--- src/rtl/bytewrite_ram_arb_pkg.sv ---
// Shared types and helpers for the byte-write RAM port arbiter.
// The flattened request buses are sliced with fld_lsb().
package bytewrite_ram_arb_pkg;

    typedef enum logic {INIT, RUN} state_e;

    localparam int DEF_NUM_REQ = 4;
    localparam int IDX_W       = $clog2(DEF_NUM_REQ);

    function automatic int fld_lsb(input int idx, input int width);
        return idx * width;
    endfunction

endpackage

--- src/rtl/bytewrite_ram_rr_pick.sv ---
// Combinational round-robin picker: grants the first asserted request at or
// above ptr_i, wrapping past the top index.
module bytewrite_ram_rr_pick #(
    parameter int NUM_REQ = 4,
    parameter int IW      = 2
) (
    input  logic [NUM_REQ-1:0] req_i,
    input  logic [IW-1:0]      ptr_i,
    output logic [NUM_REQ-1:0] grant_o,
    output logic [IW-1:0]      idx_o,
    output logic               any_o
);

    always_comb begin
        int  j;
        logic found;
        grant_o = '0;
        idx_o   = '0;
        found   = 1'b0;
        j       = 0;
        for (int k = 0; k < NUM_REQ; k++) begin
            j = (int'(ptr_i) + k) % NUM_REQ;
            if (!found && req_i[IW'(j)]) begin
                found             = 1'b1;
                grant_o[IW'(j)]   = 1'b1;
                idx_o             = IW'(j);
            end
        end
        any_o = found;
    end

endmodule

--- src/rtl/bytewrite_ram_port_arbiter.sv ---
// Round-robin arbiter sharing one byte-write BRAM port among NUM_REQ clients,
// with an optional zero-fill sweep after reset and tagged read returns.
module bytewrite_ram_port_arbiter
    import bytewrite_ram_arb_pkg::*;
#(
    parameter int NUM_REQ       = 4,
    parameter int NUM_COL       = 4,
    parameter int COL_WIDTH     = 8,
    parameter int ADDR_WIDTH    = 10,
    parameter int DATA_WIDTH    = NUM_COL * COL_WIDTH,
    parameter bit INIT_ON_RESET = 1'b1
) (
    input  logic                            clk,
    input  logic                            rst,
    input  logic [NUM_REQ-1:0]              req_valid,
    output logic [NUM_REQ-1:0]              req_ready,
    input  logic [NUM_REQ*NUM_COL-1:0]      req_we,
    input  logic [NUM_REQ*ADDR_WIDTH-1:0]   req_addr,
    input  logic [NUM_REQ*DATA_WIDTH-1:0]   req_wdata,
    output logic [NUM_REQ-1:0]              rsp_valid,
    output logic [DATA_WIDTH-1:0]           rsp_rdata,
    output logic                            init_done,
    output logic                            ram_ena,
    output logic [NUM_COL-1:0]              ram_we,
    output logic [ADDR_WIDTH-1:0]           ram_addr,
    output logic [DATA_WIDTH-1:0]           ram_din,
    input  logic [DATA_WIDTH-1:0]           ram_dout
);

    localparam int     IW        = $clog2(NUM_REQ);
    localparam state_e RST_STATE = INIT_ON_RESET ? INIT : RUN;

    state_e                 state_q, state_d;
    logic [ADDR_WIDTH-1:0]  cnt_q, cnt_d;
    logic [IW-1:0]          rr_ptr_q, rr_ptr_d;
    logic                   ram_ena_q, ram_ena_d;
    logic [NUM_COL-1:0]     ram_we_q, ram_we_d;
    logic [ADDR_WIDTH-1:0]  ram_addr_q, ram_addr_d;
    logic [DATA_WIDTH-1:0]  ram_din_q, ram_din_d;
    logic                   rd_vld_q, rd_vld_d;
    logic [IW-1:0]          rd_idx_q, rd_idx_d;
    logic [NUM_REQ-1:0]     rsp_valid_q, rsp_valid_d;
    logic                   init_done_q, init_done_d;

    logic [NUM_REQ-1:0]     pick_grant;
    logic [IW-1:0]          pick_idx;
    logic                   pick_any;
    logic                   accept;
    logic [NUM_COL-1:0]     sel_we;
    logic [ADDR_WIDTH-1:0]  sel_addr;
    logic [DATA_WIDTH-1:0]  sel_wdata;

    bytewrite_ram_rr_pick #(
        .NUM_REQ (NUM_REQ),
        .IW      (IW)
    ) u_pick (
        .req_i   (req_valid),
        .ptr_i   (rr_ptr_q),
        .grant_o (pick_grant),
        .idx_o   (pick_idx),
        .any_o   (pick_any)
    );

    // Grants open one cycle after the state reaches RUN, so no request can
    // be accepted while the last sweep write is still on the RAM port.
    assign req_ready = init_done_q ? pick_grant : '0;
    assign accept    = init_done_q & pick_any;

    always_comb begin
        sel_we    = '0;
        sel_addr  = '0;
        sel_wdata = '0;
        for (int i = 0; i < NUM_REQ; i++) begin
            if (pick_grant[i]) begin
                sel_we    = req_we[fld_lsb(i, NUM_COL) +: NUM_COL];
                sel_addr  = req_addr[fld_lsb(i, ADDR_WIDTH) +: ADDR_WIDTH];
                sel_wdata = req_wdata[fld_lsb(i, DATA_WIDTH) +: DATA_WIDTH];
            end
        end
    end

    always_comb begin
        state_d     = state_q;
        cnt_d       = cnt_q;
        rr_ptr_d    = rr_ptr_q;
        ram_ena_d   = 1'b0;
        ram_we_d    = '0;
        ram_addr_d  = ram_addr_q;
        ram_din_d   = ram_din_q;
        rd_vld_d    = 1'b0;
        rd_idx_d    = rd_idx_q;
        rsp_valid_d = '0;
        init_done_d = (state_q == RUN);
        if (rd_vld_q) begin
            rsp_valid_d[rd_idx_q] = 1'b1;
        end
        case (state_q)
            INIT: begin
                ram_ena_d  = 1'b1;
                ram_we_d   = '1;
                ram_din_d  = '0;
                ram_addr_d = cnt_q;
                cnt_d      = cnt_q + 1'b1;
                if (cnt_q == '1) begin
                    state_d = RUN;
                end
            end
            RUN: begin
                if (accept) begin
                    ram_ena_d  = 1'b1;
                    ram_we_d   = sel_we;
                    ram_addr_d = sel_addr;
                    ram_din_d  = sel_wdata;
                    rr_ptr_d   = (pick_idx == IW'(NUM_REQ - 1)) ? '0 : pick_idx + 1'b1;
                    rd_vld_d   = (sel_we == '0);
                    rd_idx_d   = pick_idx;
                end
            end
        endcase
    end

    always_ff @(posedge clk or posedge rst) begin
        if (rst) begin
            state_q     <= RST_STATE;
            cnt_q       <= '0;
            rr_ptr_q    <= '0;
            ram_ena_q   <= 1'b0;
            ram_we_q    <= '0;
            ram_addr_q  <= '0;
            ram_din_q   <= '0;
            rd_vld_q    <= 1'b0;
            rd_idx_q    <= '0;
            rsp_valid_q <= '0;
            init_done_q <= 1'b0;
        end else begin
            state_q     <= state_d;
            cnt_q       <= cnt_d;
            rr_ptr_q    <= rr_ptr_d;
            ram_ena_q   <= ram_ena_d;
            ram_we_q    <= ram_we_d;
            ram_addr_q  <= ram_addr_d;
            ram_din_q   <= ram_din_d;
            rd_vld_q    <= rd_vld_d;
            rd_idx_q    <= rd_idx_d;
            rsp_valid_q <= rsp_valid_d;
            init_done_q <= init_done_d;
        end
    end

    assign ram_ena   = ram_ena_q;
    assign ram_we    = ram_we_q;
    assign ram_addr  = ram_addr_q;
    assign ram_din   = ram_din_q;
    assign rsp_valid = rsp_valid_q;
    assign rsp_rdata = ram_dout;
    assign init_done = init_done_q;

endmodule

--- config.mk ---
export PLATFORM = sky130hd
export DESIGN_NAME = bytewrite_ram_port_arbiter
export DESIGN_NICKNAME = d
export VERILOG_FILES = /design/src/rtl/bytewrite_ram_arb_pkg.sv /design/src/rtl/bytewrite_ram_rr_pick.sv /design/src/rtl/bytewrite_ram_port_arbiter.sv
export SDC_FILE = /design/constraint.sdc
export NUM_CORES = 1
export LEC_CHECK = 0
export ABC_AREA = 1
export BUFFER_PORTS_ARGS = -buffer_cell sky130_fd_sc_hd__buf_2
export CAP_MARGIN = 0
export CORE_MARGIN = 4
export CORE_UTILIZATION = 40
export DETAILED_ROUTE_END_ITERATION = 10
export HOLD_SLACK_MARGIN = 0.03
export PLACE_DENSITY = 0.81
export SLEW_MARGIN = 20
export SYNTH_ARGS = -nofsm -noshare
export SYNTH_HDL_FRONTEND = slang
export SYNTH_SLANG_ARGS = --single-unit
export TNS_END_PERCENT = 10
--- constraint.sdc ---
create_clock -name clk -period 3.97 [get_ports clk]
set_clock_uncertainty 0.1 [all_clocks]
set_input_delay 0.1985 -clock clk [delete_from_list [all_inputs] [get_ports clk]]
set_output_delay 0.1985 -clock clk [all_outputs]
set_load 0.01 [all_outputs]
Word level (Yosys, flattened, before mapping)
Index checks and enable logic that the tools add are counted.
{"block": "word_totals", "register_bits": 68, "in_bits": 222, "out_inout_bits": 88, "wordCells": 108}
{"block": "op_classes", "n_addsub": 5, "magnitude_cmp": 10, "eq_ne": 3, "n_mux": 61, "bitwise_logic": 5, "n_reduce_logical": 13}
{"op": "$mux W32", "count": 5}
{"op": "$pmux W32 S2", "count": 1}
{"op": "$mux W10", "count": 5}
{"op": "$mux W4", "count": 11}
{"op": "$mux W1", "count": 22}
{"op": "$pmux W10 S2", "count": 1}
{"op": "$lt A2 B4 Y1 const B", "count": 4}
{"op": "$or A4 B4 Y4", "count": 3}
{"op": "$add A10 B1 Y10 const B", "count": 1}
{"op": "$demux W1 S2", "count": 5}
{"op": "$eq A10 B10 Y1 const B", "count": 1}
{"op": "$ge A2 B1 Y1 const B", "count": 5}
{"op": "$mux W2", "count": 5}
{"op": "$bmux W1 S2", "count": 4}
{"op": "$logic_and A1 B1 Y1", "count": 8}
{"op": "$pmux W4 S2", "count": 1}
{"op": "$add A2 B1 Y2 const B", "count": 2}
{"op": "$add A2 B2 Y2 const B", "count": 2}
{"op": "$logic_not A4 Y1", "count": 1}
{"op": "$logic_not A1 Y1", "count": 3}
{"op": "$lt A2 B3 Y1 const B", "count": 1}
{"op": "$eq A2 B2 Y1 const B", "count": 1}
{"op": "$ne A2 B1 Y1 const B", "count": 1}
{"op": "$pmux W1 S2", "count": 1}
{"op": "3 further kinds", "count": 3}

Logic depth before layout (Yosys ltp)
{"block": "logic_depth", "word_depth": 20, "depth_mapped": 18, "mapped_depth_nobuf": 15}

By module
A second synthesis with hierarchy kept.
{"block": "hier_totals", "hier_cells": 736, "area_unflattened_um2": 4936.0}
{"module": "bytewrite_ram_port_arbiter", "n_inst": 1, "cells_per_inst": 644, "area_each_um2": 4425.5, "seq_area_each_um2": 1701.6}
{"module": "bytewrite_ram_rr_pick", "n_inst": 1, "cells_per_inst": 92, "area_each_um2": 510.5, "seq_area_each_um2": 0.0}

Least setup slack after synthesis
No wires, ideal clock.
{"block": "synth_timing", "path_kind": "register to register", "startpoint": "register (tool-made name)", "endpoint": "register ram_din_q[5] (netlist: ram_din[5])", "setup_ns": 0.116, "arrival_time_ns": 2.226, "t_required_ns": 3.754, "setup_slack_ns": 1.528, "stages_incl_launch_ff": 17, "path_buffers": 3, "period_less_slack_ns": 2.442, "cell_sequence": "dfrtp_1 > buf_6 > inv_6 > ha_1 > inv_1 > nand3_1 > nand2_1 > nor2_4 > nand3_1 > nand3_2 > buf_6 > buf_2 > a21oi_1 > nand2_1 > o21ai_0 > a21o_1 > nand2_1"}
{"element": "end signal, assigned", "line": "bytewrite_ram_port_arbiter.sv:142", "text": "ram_din_q <= ram_din_d;"}
{"element": "end, declared", "line": "bytewrite_ram_port_arbiter.sv:39", "text": "logic [DATA_WIDTH-1:0] ram_din_q, ram_din_d;"}

==> results.json <==
{
  "status": "completed",
  "fmax_mhz": 306,
  "routed_wirelength_um": 17800,
  "met3_length_um": 1470,
  "port_buffers": 245,
  "synth_area_leader_cell": "dfrtp_1",
  "via_per_inst": 5.22,
  "ys_warn_count": 0,
  "rsz0062_at_grt": "no",
  "final-instance-count-excl-fill": 1059,
  "synth-edff-count": 0,
  "register_area_um2": 1700,
  "dp_hpwl_um": 13200,
  "clk_latency_ns": 0.34,
  "ys_types": 40,
  "yosysSeqAreaShare_pct": 34.2,
  "syn_avg_cell_area_um2": 7.24,
  "min_period_over_period_pct": 82.3,
  "numCtsBuffers": 9,
  "wl_met2_um": 8570,
  "row_count": 40,
  "highest_layer": "met5",
  "grt.total_usage_pct": 24.5,
  "die_h_um": 120,
  "drv_slew": 0,
  "min_path_type": "in2reg",
  "cts.clk_slew.worst_paths_ns": 0.06,
  "die_x_um": 120,
  "synthesis.area_um2": 4980,
  "worst-path-max-fanout": 47,
  "arrival_ns": 2.97,
  "coreArea_um2": 12100,
  "drtPass1Iterations": 5,
  "wl_per_cell_um": 16.8,
  "ys_ff_latch": 68,
  "drive_gt1_share_pct": 34.8,
  "hold_viol_final": 0,
  "hold_ws_ns": 0.0471,
  "netlist_top_cells_count": "157 x nand2_1, 69 x o21ai_0, 68 x dfrtp_1",
  "min_period_ns": 3.27,
  "fillers": 1220,
  "synth_nets": 919,
  "holdPathStages": 3,
  "fin_ws_ns": 0.703,
  "cap_violations": 0,
  "io_pins": 310,
  "grt_start_max_net_pins": 48,
  "dpl.cell_count": 1040,
  "synth-async-reset-ratio_pct": 100,
  "place_ws_ns": 0.799,
  "p_per_area_nw_per_um2": 260,
  "power.leakage_nw": 3.47,
  "antenna_found_initial": 2,
  "synthToLayoutAreaGrowth_pct": 27.8,
  "clk_path_buf_depth": 2,
  "overflow": 0,
  "grt_pass1_vias": 5577,
  "drt_iter0_markers": 282,
  "fin_tns_setup_ns": 0,
  "yosysMostFrequentCell": "nand2_1",
  "vias": 5530,
  "slew_headroom_pct": 51.4,
  "synth_top_area_share_pct": 34.2,
  "irDropWorstVdd_mv": 0.200,
  "cts-root-buf": "clkbuf_16",
  "cts_setup_buffers": 0,
  "grt_pass1_wl_um": 27900,
  "cts_max_level": 3,
  "drc": 0,
  "synthCells": 688,
  "cts_tree": "yes",
  "multiInputGateArea_um2": 2630,
  "start_util_pct": 41.1,
  "synthTopCellsByArea": "dfrtp_1 34%, nand2_1 12%, o21ai_0 6.9%",
  "path_class": "reg2out",
  "cp-start-kind": "flop",
  "power_mw": 1.66,
  "worstRegToRegCells": 14,
  "cp-end-kind": "output pin",
  "nets": 1115,
  "cts_sinks": 68,
  "wl_met1_um": 7220,
  "worst_pin_slew_ns": 0.727,
  "ys.flop_type": "dfrtp_1",
  "place.gp.congestion": 0.989,
  "setup_viol": 0,
  "critPathRequiredTime_ns": 3.67,
  "fp.dieArea_um2": 14300,
  "ant_nets": 0
}
[cells by family (layout without fill, tap and decap cells)]
logic type / after synthesis / after routing / synth area share [%]
flip-flops: 68 / 68 / 34.2
AND/OR/NAND/NOR: 273 / 273 / 25.0
AO/OA/AOI/OAI: 208 / 208 / 23.7
other: 0 / 2 / 0
buffers and inverters: 121 / 322 / 13.3
adder cells (fa/ha/maj): 9 / 9 / 2.26
XOR/XNOR: 9 / 9 / 1.58
[per-stage QoR]
| stage | instance area (um^2) | util (%) |
|---|---|---|
| 4_1_cts | 6360 | 52.5 |
| 3_5_place_dp | 6070 | 50.1 |
| 3_3_place_gp | 6070 | 50.1 |
| 5_1_grt | 6360 | 52.5 |
| 2_1_floorplan | 4980 | - |
| 6_report | 6360 | 52.5 |
[cell usage in the layout (no fill, tap or decap), types with 12 or more instances in the layout]
| master | instances |
|---|---|
| nand2_1 | 157 |
| nor2_1 | 15 |
| buf_2 | 245 |
| buf_4 | 12 |
| nand3_1 | 58 |
| dfrtp_1 | 68 |
| a21oi_1 | 64 |
| o21ai_1 | 20 |
| o21ai_0 | 69 |
| inv_1 | 37 |
| a21o_1 | 32 |
[flip-flops by register name, summed over array words and instances, names as in the netlist, named ones only]
name,flops
rd_vld_q,1
init_done_d,1
ram_ena,1
ram_din,32
rd_idx_q,2
rsp_valid,4
cnt_q,10
init_done,1
ram_addr,10
ram_we,4
rr_ptr_q,1
[where the power goes]
| part | internal [mW] | leakage, nW | switching, mW |
|---|---|---|---|
| clock | 0.426 | 0.132 | 0.333 |
| sequential | 0.693 | 0.890 | 0 |
| combinational | 0.0967 | 2.44 | 0.108 |
| total | 1.22 | 3.47 | 0.440 |
[worst max-delay path, stage by stage, from the launching register on]
cell	delay, ns
dfrtp_1	0.64
inv_6	0.11
ha_1	0.36
inv_1	0.11
nand3_1	0.14
nand2_1	0.13
nor2_4	0.16
nand4_1	0.12
nand3_2	0.10
buf_4	0.48
nand2_1	0.09
inv_1	0.06
buf_2	0.12
[layer usage]
layer | global-route usage (%) | up-vias
met5 | 0 | -
met4 | 9.45 | 2
met3 | 6.36 | 40
met2 | 41.8 | 282
met1 | 29.5 | 2543
li1 | - | 2663
[path summary, 6_finish.rpt]
path | endpoint | slack [ns] | startpoint
hold reg to reg | cnt_q[7] | 0.36 | cnt_q[7]
setup reg to reg | ram_din[5] | 0.77 | flop
min in group asynchronous | ram_addr[1] | 0.41 | rst
hold / removal | ram_addr[0] | 0.05 | req_addr[30]
setup / recovery | req_ready[1] | 0.70 | flop
max in group asynchronous | ram_addr[4] | 2.36 | rst
[layout make-up]
class,count,area share (%)
Clock inverter,7,0.806
Antenna cell,2,0.0786
Inverter,46,2.79
Multi-Input combinational cell,499,41.3
Tap cell,168,3.30
Clock buffer,9,3.54
Timing Repair Buffer,260,21.5
Sequential cell,68,26.7
[repair_timing]
item | 4_1_cts | 5_1_grt
resized for setup | 0 | 0
hold endpoints to repair | 29 | 0
hold buffers | 1 | 0
Power figures use the tool's default switching activity.
